$ cat src/rtl/cell_edit_writer.sv
// ============================================================================
//  Module      : cell_edit_writer
//  Description : Edit-mode write side of the cell map. Owns the cursor and
//                runs single-cell read-modify-write toggles and, optionally,
//                a full-map clear sweep on the map memory port.
//  Revision    : 1.0  initial release
// ----------------------------------------------------------------------------
//  Parameters
//    MAP_WIDTH   map columns, 1..255
//    MAP_HEIGHT  map rows,    1..255
//
//  Ports
//    clk                      rising-edge clock
//    rst                      asynchronous reset, active low
//    mode                     commands accepted only when == `MODE_EDIT
//    btn_up/down/left/right   one-cycle cursor move pulses
//    btn_toggle               one-cycle pulse: invert the cell under cursor
//    btn_clear                one-cycle pulse: write 0 to every cell
//    cur_x, cur_y             cursor position (read by the display path)
//    mem_req, mem_we          memory request / write enable (registered)
//    mem_x, mem_y, mem_wdata  memory address and write data (registered)
//    mem_rdata                read data, valid with mem_ack on a read
//    mem_ack                  memory accepts/completes the current request
//    busy                     high whenever an operation is in progress
//    done                     one-cycle pulse when a toggle or clear ends
//
//  Build options
//    CELL_EDIT_CLEAR_EN  when defined, the clear sweep is built; otherwise
//                        btn_clear is ignored and toggle has top priority.
// ============================================================================

`default_nettype none

`ifndef MODE_EDIT
`define MODE_EDIT 1'b1
`endif

`ifndef ADDR_WIDTH
`define ADDR_WIDTH 8
`endif

module cell_edit_writer #(
    parameter int MAP_WIDTH  = 8,
    parameter int MAP_HEIGHT = 8
) (
    input  logic                   clk,
    input  logic                   rst,
    input  logic                   mode,
    input  logic                   btn_up,
    input  logic                   btn_down,
    input  logic                   btn_left,
    input  logic                   btn_right,
    input  logic                   btn_toggle,
    input  logic                   btn_clear,
    output logic [`ADDR_WIDTH-1:0] cur_x,
    output logic [`ADDR_WIDTH-1:0] cur_y,
    output logic                   mem_req,
    output logic                   mem_we,
    output logic [`ADDR_WIDTH-1:0] mem_x,
    output logic [`ADDR_WIDTH-1:0] mem_y,
    output logic                   mem_wdata,
    input  logic                   mem_rdata,
    input  logic                   mem_ack,
    output logic                   busy,
    output logic                   done
);

    // ------------------------------------------------------------------------
    // Constants
    // ------------------------------------------------------------------------
    // Last legal coordinate on each axis, held at the address width so the
    // wrap comparisons never overflow (a 255-wide map still fits).
    localparam logic [`ADDR_WIDTH-1:0] c_X_MAX  = `ADDR_WIDTH'(MAP_WIDTH - 1);
    localparam logic [`ADDR_WIDTH-1:0] c_Y_MAX  = `ADDR_WIDTH'(MAP_HEIGHT - 1);
    localparam logic [`ADDR_WIDTH-1:0] c_ZERO   = '0;
    localparam logic [`ADDR_WIDTH-1:0] c_ONE    = `ADDR_WIDTH'(1);

    // ------------------------------------------------------------------------
    // State machine encoding
    // ------------------------------------------------------------------------
    typedef enum logic [1:0] {
        S_IDLE = 2'd0,
        S_RD   = 2'd1,
        S_WR   = 2'd2,
        S_CLR  = 2'd3
    } state_t;

    state_t                   r_state;

    // ------------------------------------------------------------------------
    // Registered outputs
    // ------------------------------------------------------------------------
    logic [`ADDR_WIDTH-1:0]   r_cur_x;
    logic [`ADDR_WIDTH-1:0]   r_cur_y;
    logic                     r_mem_req;
    logic                     r_mem_we;
    logic [`ADDR_WIDTH-1:0]   r_mem_x;
    logic [`ADDR_WIDTH-1:0]   r_mem_y;
    logic                     r_mem_wdata;
    logic                     r_done;

    // ------------------------------------------------------------------------
    // Combinational helpers
    // ------------------------------------------------------------------------
    logic                     w_edit;
    logic [`ADDR_WIDTH-1:0]   w_cur_x_next;
    logic [`ADDR_WIDTH-1:0]   w_cur_y_next;

    assign w_edit = (mode == `MODE_EDIT);

    // Next cursor position for a move request. Up beats down and left beats
    // right; both axes update together. Up/left decrement, wrapping at zero.
    always_comb begin
        w_cur_x_next = r_cur_x;
        w_cur_y_next = r_cur_y;

        if (btn_up) begin
            w_cur_y_next = (r_cur_y == c_ZERO) ? c_Y_MAX : (r_cur_y - c_ONE);
        end else if (btn_down) begin
            w_cur_y_next = (r_cur_y >= c_Y_MAX) ? c_ZERO : (r_cur_y + c_ONE);
        end

        if (btn_left) begin
            w_cur_x_next = (r_cur_x == c_ZERO) ? c_X_MAX : (r_cur_x - c_ONE);
        end else if (btn_right) begin
            w_cur_x_next = (r_cur_x >= c_X_MAX) ? c_ZERO : (r_cur_x + c_ONE);
        end
    end

`ifdef CELL_EDIT_CLEAR_EN
    // Sweep position flags: the write address itself is the sweep counter.
    logic                     w_clr_last_col;
    logic                     w_clr_last_row;

    assign w_clr_last_col = (r_mem_x >= c_X_MAX);
    assign w_clr_last_row = (r_mem_y >= c_Y_MAX);
`else
    // Clear button has no function in this build.
    logic                     w_unused_clear;

    assign w_unused_clear = btn_clear;
`endif

    // ------------------------------------------------------------------------
    // Main sequencer
    // ------------------------------------------------------------------------
    // All memory-side outputs are registered and only change on an accepted
    // transfer (mem_ack while mem_req is high), so they stay stable through
    // any number of wait cycles. Once an operation starts it ignores mode and
    // every button until it completes.
    always_ff @(posedge clk or negedge rst) begin
        if (!rst) begin
            r_state     <= S_IDLE;
            r_cur_x     <= c_ZERO;
            r_cur_y     <= c_ZERO;
            r_mem_req   <= 1'b0;
            r_mem_we    <= 1'b0;
            r_mem_x     <= c_ZERO;
            r_mem_y     <= c_ZERO;
            r_mem_wdata <= 1'b0;
            r_done      <= 1'b0;
        end else begin
            r_done <= 1'b0;

            case (r_state)
                S_IDLE: begin
                    if (w_edit) begin
`ifdef CELL_EDIT_CLEAR_EN
                        if (btn_clear) begin
                            // Raster sweep starts at the origin writing zeros.
                            r_state     <= S_CLR;
                            r_mem_req   <= 1'b1;
                            r_mem_we    <= 1'b1;
                            r_mem_wdata <= 1'b0;
                            r_mem_x     <= c_ZERO;
                            r_mem_y     <= c_ZERO;
                        end else
`endif
                        if (btn_toggle) begin
                            // The cursor is frozen while busy, so latching it
                            // here fixes the address for both phases.
                            r_state   <= S_RD;
                            r_mem_req <= 1'b1;
                            r_mem_we  <= 1'b0;
                            r_mem_x   <= r_cur_x;
                            r_mem_y   <= r_cur_y;
                        end else begin
                            r_cur_x <= w_cur_x_next;
                            r_cur_y <= w_cur_y_next;
                        end
                    end
                end

                S_RD: begin
                    if (mem_ack) begin
                        // Read completes: turn the same request into a write
                        // of the inverted cell value.
                        r_mem_wdata <= ~mem_rdata;
                        r_mem_we    <= 1'b1;
                        r_state     <= S_WR;
                    end
                end

                S_WR: begin
                    if (mem_ack) begin
                        r_mem_req <= 1'b0;
                        r_mem_we  <= 1'b0;
                        r_done    <= 1'b1;
                        r_state   <= S_IDLE;
                    end
                end

`ifdef CELL_EDIT_CLEAR_EN
                S_CLR: begin
                    if (mem_ack) begin
                        // mem_req stays high between sweep writes; only the
                        // address moves after each accepted write.
                        if (w_clr_last_col) begin
                            r_mem_x <= c_ZERO;
                            if (w_clr_last_row) begin
                                r_mem_req <= 1'b0;
                                r_mem_we  <= 1'b0;
                                r_mem_y   <= c_ZERO;
                                r_done    <= 1'b1;
                                r_state   <= S_IDLE;
                            end else begin
                                r_mem_y <= r_mem_y + c_ONE;
                            end
                        end else begin
                            r_mem_x <= r_mem_x + c_ONE;
                        end
                    end
                end
`endif

                default: begin
                    // Unreachable encodings fall back to a quiet idle.
                    r_state   <= S_IDLE;
                    r_mem_req <= 1'b0;
                    r_mem_we  <= 1'b0;
                end
            endcase
        end
    end

    // ------------------------------------------------------------------------
    // Output mapping
    // ------------------------------------------------------------------------
    assign cur_x     = r_cur_x;
    assign cur_y     = r_cur_y;
    assign mem_req   = r_mem_req;
    assign mem_we    = r_mem_we;
    assign mem_x     = r_mem_x;
    assign mem_y     = r_mem_y;
    assign mem_wdata = r_mem_wdata;
    assign busy      = (r_state != S_IDLE);
    assign done      = r_done;

endmodule

`default_nettype wire

$ cat config.mk
export PLATFORM = sky130hd
export DESIGN_NAME = cell_edit_writer
export DESIGN_NICKNAME = d
export VERILOG_FILES = /design/src/rtl/cell_edit_writer.sv
export SDC_FILE = /design/constraint.sdc
export NUM_CORES = 1
export LEC_CHECK = 0
export BUFFER_PORTS_ARGS = -buffer_cell sky130_fd_sc_hd__buf_2
export CORE_MARGIN = 4
export CORE_UTILIZATION = 55
export CTS_BUF_LIST = sky130_fd_sc_hd__clkbuf_8
export CTS_CLUSTER_DIAMETER = 40
export DETAILED_ROUTE_END_ITERATION = 6
export PLACE_DENSITY = 0.86
export SLEW_MARGIN = 40
export SYNTH_ARGS = -nofsm -noshare
export SYNTH_HDL_FRONTEND = slang
export SYNTH_SLANG_ARGS = --single-unit
export TNS_END_PERCENT = 1
$ cat constraint.sdc
create_clock -name clk -period 2.65 [get_ports clk]
set_input_delay 0.265 -clock clk [delete_from_list [all_inputs] [get_ports clk]]
set_output_delay 0.265 -clock clk [all_outputs]
set_load 0.1 [all_outputs]
; After elaboration in Yosys (flattened, before gate mapping)
; Index checks and enable logic that the tools add are counted.
[classes]
add_sub_neg = 4
magnitude_cmp = 2
eq_ne = 6
mux = 23
bitwise = 3
reduce_logical = 12
[op_table]
columns = op, n
row1 = 2-to-1 mux 8 bit, 8
row2 = adder 8 x 1 -> 8 bit (second input constant), 2
row3 = greater-or-equal comparator 8 x 3 -> 1 bit (second input constant), 2
row4 = logical NOT 8 bit, 2
row5 = AND reduction 4 bit, 4
row6 = subtractor 8 x 1 -> 8 bit (second input constant), 2
row7 = 2-to-1 mux 1 bit, 8
row8 = 2-to-1 mux 2 bit, 4
row9 = inequality test 2 bit (second input constant), 4
row10 = case mux 1 bit (3 select lines), 2
row11 = case mux 2 bit (3 select lines), 1
row12 = nonzero test 2 bit, 3
row13 = inverter 1 bit, 3
row14 = AND reduction 3 bit, 1
row15 = equality test 2 x 1 -> 1 bit (second input constant), 1
row16 = equality test 2 bit (second input constant), 1
row17 = logical NOT 2 bit, 1
row18 = AND reduction 2 bit, 1
[word_totals]
regBits = 38
output_inout_bits = 37
wordCells = 59

; Longest topological paths before layout
[depth]
depth_word = 4
depth_mapped = 6
ltp_nobuf = 6

; Worst setup path before layout
; No wires, ideal clock.
[synth_path]
path_kind = register to register
start = reg r_cur_x[0] (netlist: cur_x[0])
end = reg r_cur_x[3] (netlist: cur_x[3])
setup_ps = 122
arrival_ps = 2272
required_ps = 2528
slack_ps = 256
path_stages_with_launch = 7
n_path_buf = 0
synth_period_minus_slack_ps = 2394
cell_sequence = dfrtp_1 -> inv_1 -> ha_1 -> or4b_1 -> o21ai_1 -> o21ai_0 -> a22o_1
[synth_via]
elab_chain_len = 4
elab_cells_between_ends = 8
cone_classes = add/sub (2) / order compare (1) / mux (4) / reduce/logical (1)
[synth_rtl]
columns = element, line
row1 = start: declaration, 93  ; logic [`ADDR_WIDTH-1:0] r_cur_x;
row2 = start signal: assignment, 154  ; r_cur_x <= c_ZERO;
row3 = start signal: assignment, 188  ; r_cur_x <= w_cur_x_next;
row4 = adder 8 x 1 -> 8 bit or greater-or-equal comparator 8 x 3 -> 1 bit (tied branches), 126  ; w_cur_x_next = (r_cur_x >= c_X_MAX) ? c_ZERO : (r_cur_x + c_ONE);
row5 = 2-to-1 mux 8 bit, 126
row6 = 2-to-1 mux 8 bit, 125  ; end else if (btn_right) begin
row7 = 2-to-1 mux 8 bit *, 123  ; if (btn_left) begin
; Every way passes the cells marked *; elsewhere a longest branch is shown, timed or not. The select of a mux whose other input is x is not followed.
; A chain may end at the register's enable or synchronous reset.

; Worst setup path in the final report
; Same ends and word-level chain as after synthesis.

==> metrics.md <==
| Metric | Value |
|---|---|
| Status | complete, no violations |
| Fin. Hold Viols | 0 |
| Setup TNS | 0 ps |
| Period utilization | 77.3% |
| Hpwl dp | 3.03 mm |
| Vias in the first global route | 1436 |
| Insertion delay of the later-clocked pin in the worst-skew pair | 290 ps |
| Mapped Cells | 192 |
| EDFF count, synth | 0 |
| Initial Util | 58.7% |
| Placed cells | 278 |
| Synthesized net count | 209 |
| Synth top area share | 47.1% |
| Seq/Total Area, Yosys | 47.1% |
| Root buf cell | clkbuf_8 |
| Crit-path cells | inv_1, ha_1, or4b_1, o21ai_1, o21ai_0, a22o_1 |
| First-pass GRT wire length | 6.53 mm |
| Synth area leader | dfrtp_1 |
| Post-synthesis register bit count | 38 |
| Library cells used by synthesis | 48 |
| Synthesis Warnings | 0 |
| Routed Antenna Nets | 0 |
| Slew headroom | 61.8% |
| Asr flop ratio synth | 100% |
| Leading cell type in the layout, fill and taps excluded | buf_2 |
| Critical Path Fanout Max | 7 |
| Dominant synthesized flop cell | dfrtp_1 |
| Worst Reg-to-Reg Cells | 6 |
| Port Buffers | 46 |
| Slowest Stage Delay on Critical Path | 470 ps |
| Reg-to-Reg Start | cur_x[0] |
| Total Routed Length | 4.07 mm |
| Setup bufs post-CTS | 0 |
| Finished Core Util | 69.8% |
| Hold Path Class | input port to flip-flop |
| Pin count of the biggest net entering global routing | 21 |
| Worst hold stages | 2 |
| Post-route met1 wirelength | 1.82 mm |
| Critical path type | flip-flop to flip-flop |
| Synth area leaders | dfrtp_1 47%, mux2_2 9.5%, ha_1 3.7% |
| Slew of the pin with the lowest slew margin | 568 ps |
| Synthesized cell area | 2020 um2 |
| Num CTS Buffers | 5 |
| Die height | 68.6 um |
| FMAX | 0.488 GHz |
| Die area | 4710 um2 |
| Maximum clock path buffer count | 2 |
| Hold path startpoint | mem_rdata |
| CTS H-tree lvls | 2 |
| Min Tclk post-route | 2050 ps |
| Worst path arrival time | 2230 ps |
| Critical Path Source Type | flip-flop |
| # diodes | 0 |
| Max layer used | met4 |
| Reg clk slew, reported paths | 70 ps |
| # rows | 21 |
| Pre-CTS setup slack | 604 ps |
| Num ports | 48 |
| DR iter-0 viols | 108 |
| Met2 Routed Length | 1.94 mm |
| Area of the multi-input gates | 993 um2 |
| Max Slew Vio Count | 0 |
| CP max-delay cell | or4b_1 |
| Initial antenna violation count | 0 |
| Worst Setup End Kind | flip-flop |
| Met3 WL | 239 um |
| Drt first pass iters | 4 |
| Syn avg cell area | 10.5 um2 |
| CTS sink count | 38 |
| Final setup violation count | 0 |
| Total Routing Usage GR | 18.9% |
| Maxcap violations | 0 |
| Number of fill cells in the layout | 290 |
| Vias | 1668 |
| Final Non-Filler Cells | 286 |
| Most frequent cells in the layout | 46 x buf_2, 38 x dfrtp_1, 17 x mux2_2, 13 x o21ai_0, 12 x nor2_1 |
| Nets | 257 |
| Reg area | 951 um2 |
| CTS tree | built |
| RSZ-0062 raised after global routing | no |
| Clock Skews | 4.32 ps |
| Core footprint | 3440 um2 |
| Layout cell share with drive strength beyond 1 | 34.2% |
| Worst setup margin | 601 ps |
| Wire length per cell | 14.2 um |
| Crit path required time | 2830 ps |
| GRT overflow | 0 |
| Layout area overhead | 19.0% |
| Final GP Congestion | 0.850 |
| Horiz. Die Dim | 68.6 um |
| DRC | 0 |
| CP startpoint | cur_x[0] |
| Via/cell ratio | 5.83 |
-- cell type report --
class	instances	share of cell area, %
multi-input cells	139	41.3
repair buffers	50	12.6
flip-flops and latches	38	39.6
clock buffers	5	2.86
inverters	6	0.937
clock inverters	2	0.312
well taps	46	2.39
-- synthesized netlist by cell type (2+ instances only) --
master,n
nand2b_1,2
nor4b_1,2
or3b_2,2
buf_6,2
nand3_1,5
nand2_1,11
ha_1,6
clkbuf_1,4
o22ai_1,3
inv_1,6
a21oi_1,5
a31o_2,2
nor3_1,8
a22o_1,5
mux2i_1,2
a211oi_1,4
nor4_1,2
nor2_1,12
or4_1,3
or3_1,3
nand4_1,2
a31oi_1,3
o21ai_0,13
nand3b_1,2
o21ai_1,3
mux2_2,17
nor2_2,3
buf_2,3
dfrtp_1,38
-- final timing paths --
check | endpoint | slack, ps
setup / recovery | cur_x[3] | 600
hold / removal | mem_wdata | 170
setup reg to reg | cur_x[3] | 600
hold reg to reg | mem_req | 470
max in group asynchronous | cur_x[6] | 1830
min in group asynchronous | mem_y[7] | 330
-- stage by stage --
step / hold slack, ps / area, um2
final: 167 / 2400
after global routing: 157 / 2400
after detailed placement: 104 / 2320
after floorplan: -30.6 / 2020
after CTS: 157 / 2400
after global placement: 411 / 2260
-- registers in the layout, indices dropped and copies added (netlist names) --
register,cells
cur_x,8
cur_y,8
done,1
mem_req,1
mem_wdata,1
mem_we,1
mem_x,8
mem_y,8
r_state,2
-- critical path: cells and delay by family (launching register included) --
| family | cells | cell delay [ps] |
|---|---|---|
| and+or+nand+nor | 1 | 470 |
| buffers and inverters | 1 | 160 |
| AOI/OAI and AO/OA | 3 | 730 |
| adders and majority gates | 1 | 150 |
| DFF | 1 | 440 |
-- kinds of logic after synthesis --
| group | synth area share (%) |
|---|---|
| compound gates | 16.4 |
| fa+ha+maj | 3.72 |
| buf+inv | 3.72 |
| flops | 47.1 |
| mux | 10.5 |
| simple gates | 18.6 |
-- metal layers --
metal  vias to the layer above  track usage, %
met2                        45            29.0
met5                         -               0
met1                       796            23.9
li1                        822               -
met3                         5            6.32
met4                         0            8.68
-- what timing repair did --
action	in CTS	in global routing
hold buffers	1	0
endpoints found under the hold margin	12	0
gates resized for setup	0	0
Power is left out: the tool's default activity adds up to more than one toggle a clock period on the data nets, which glitch-free logic cannot reach.
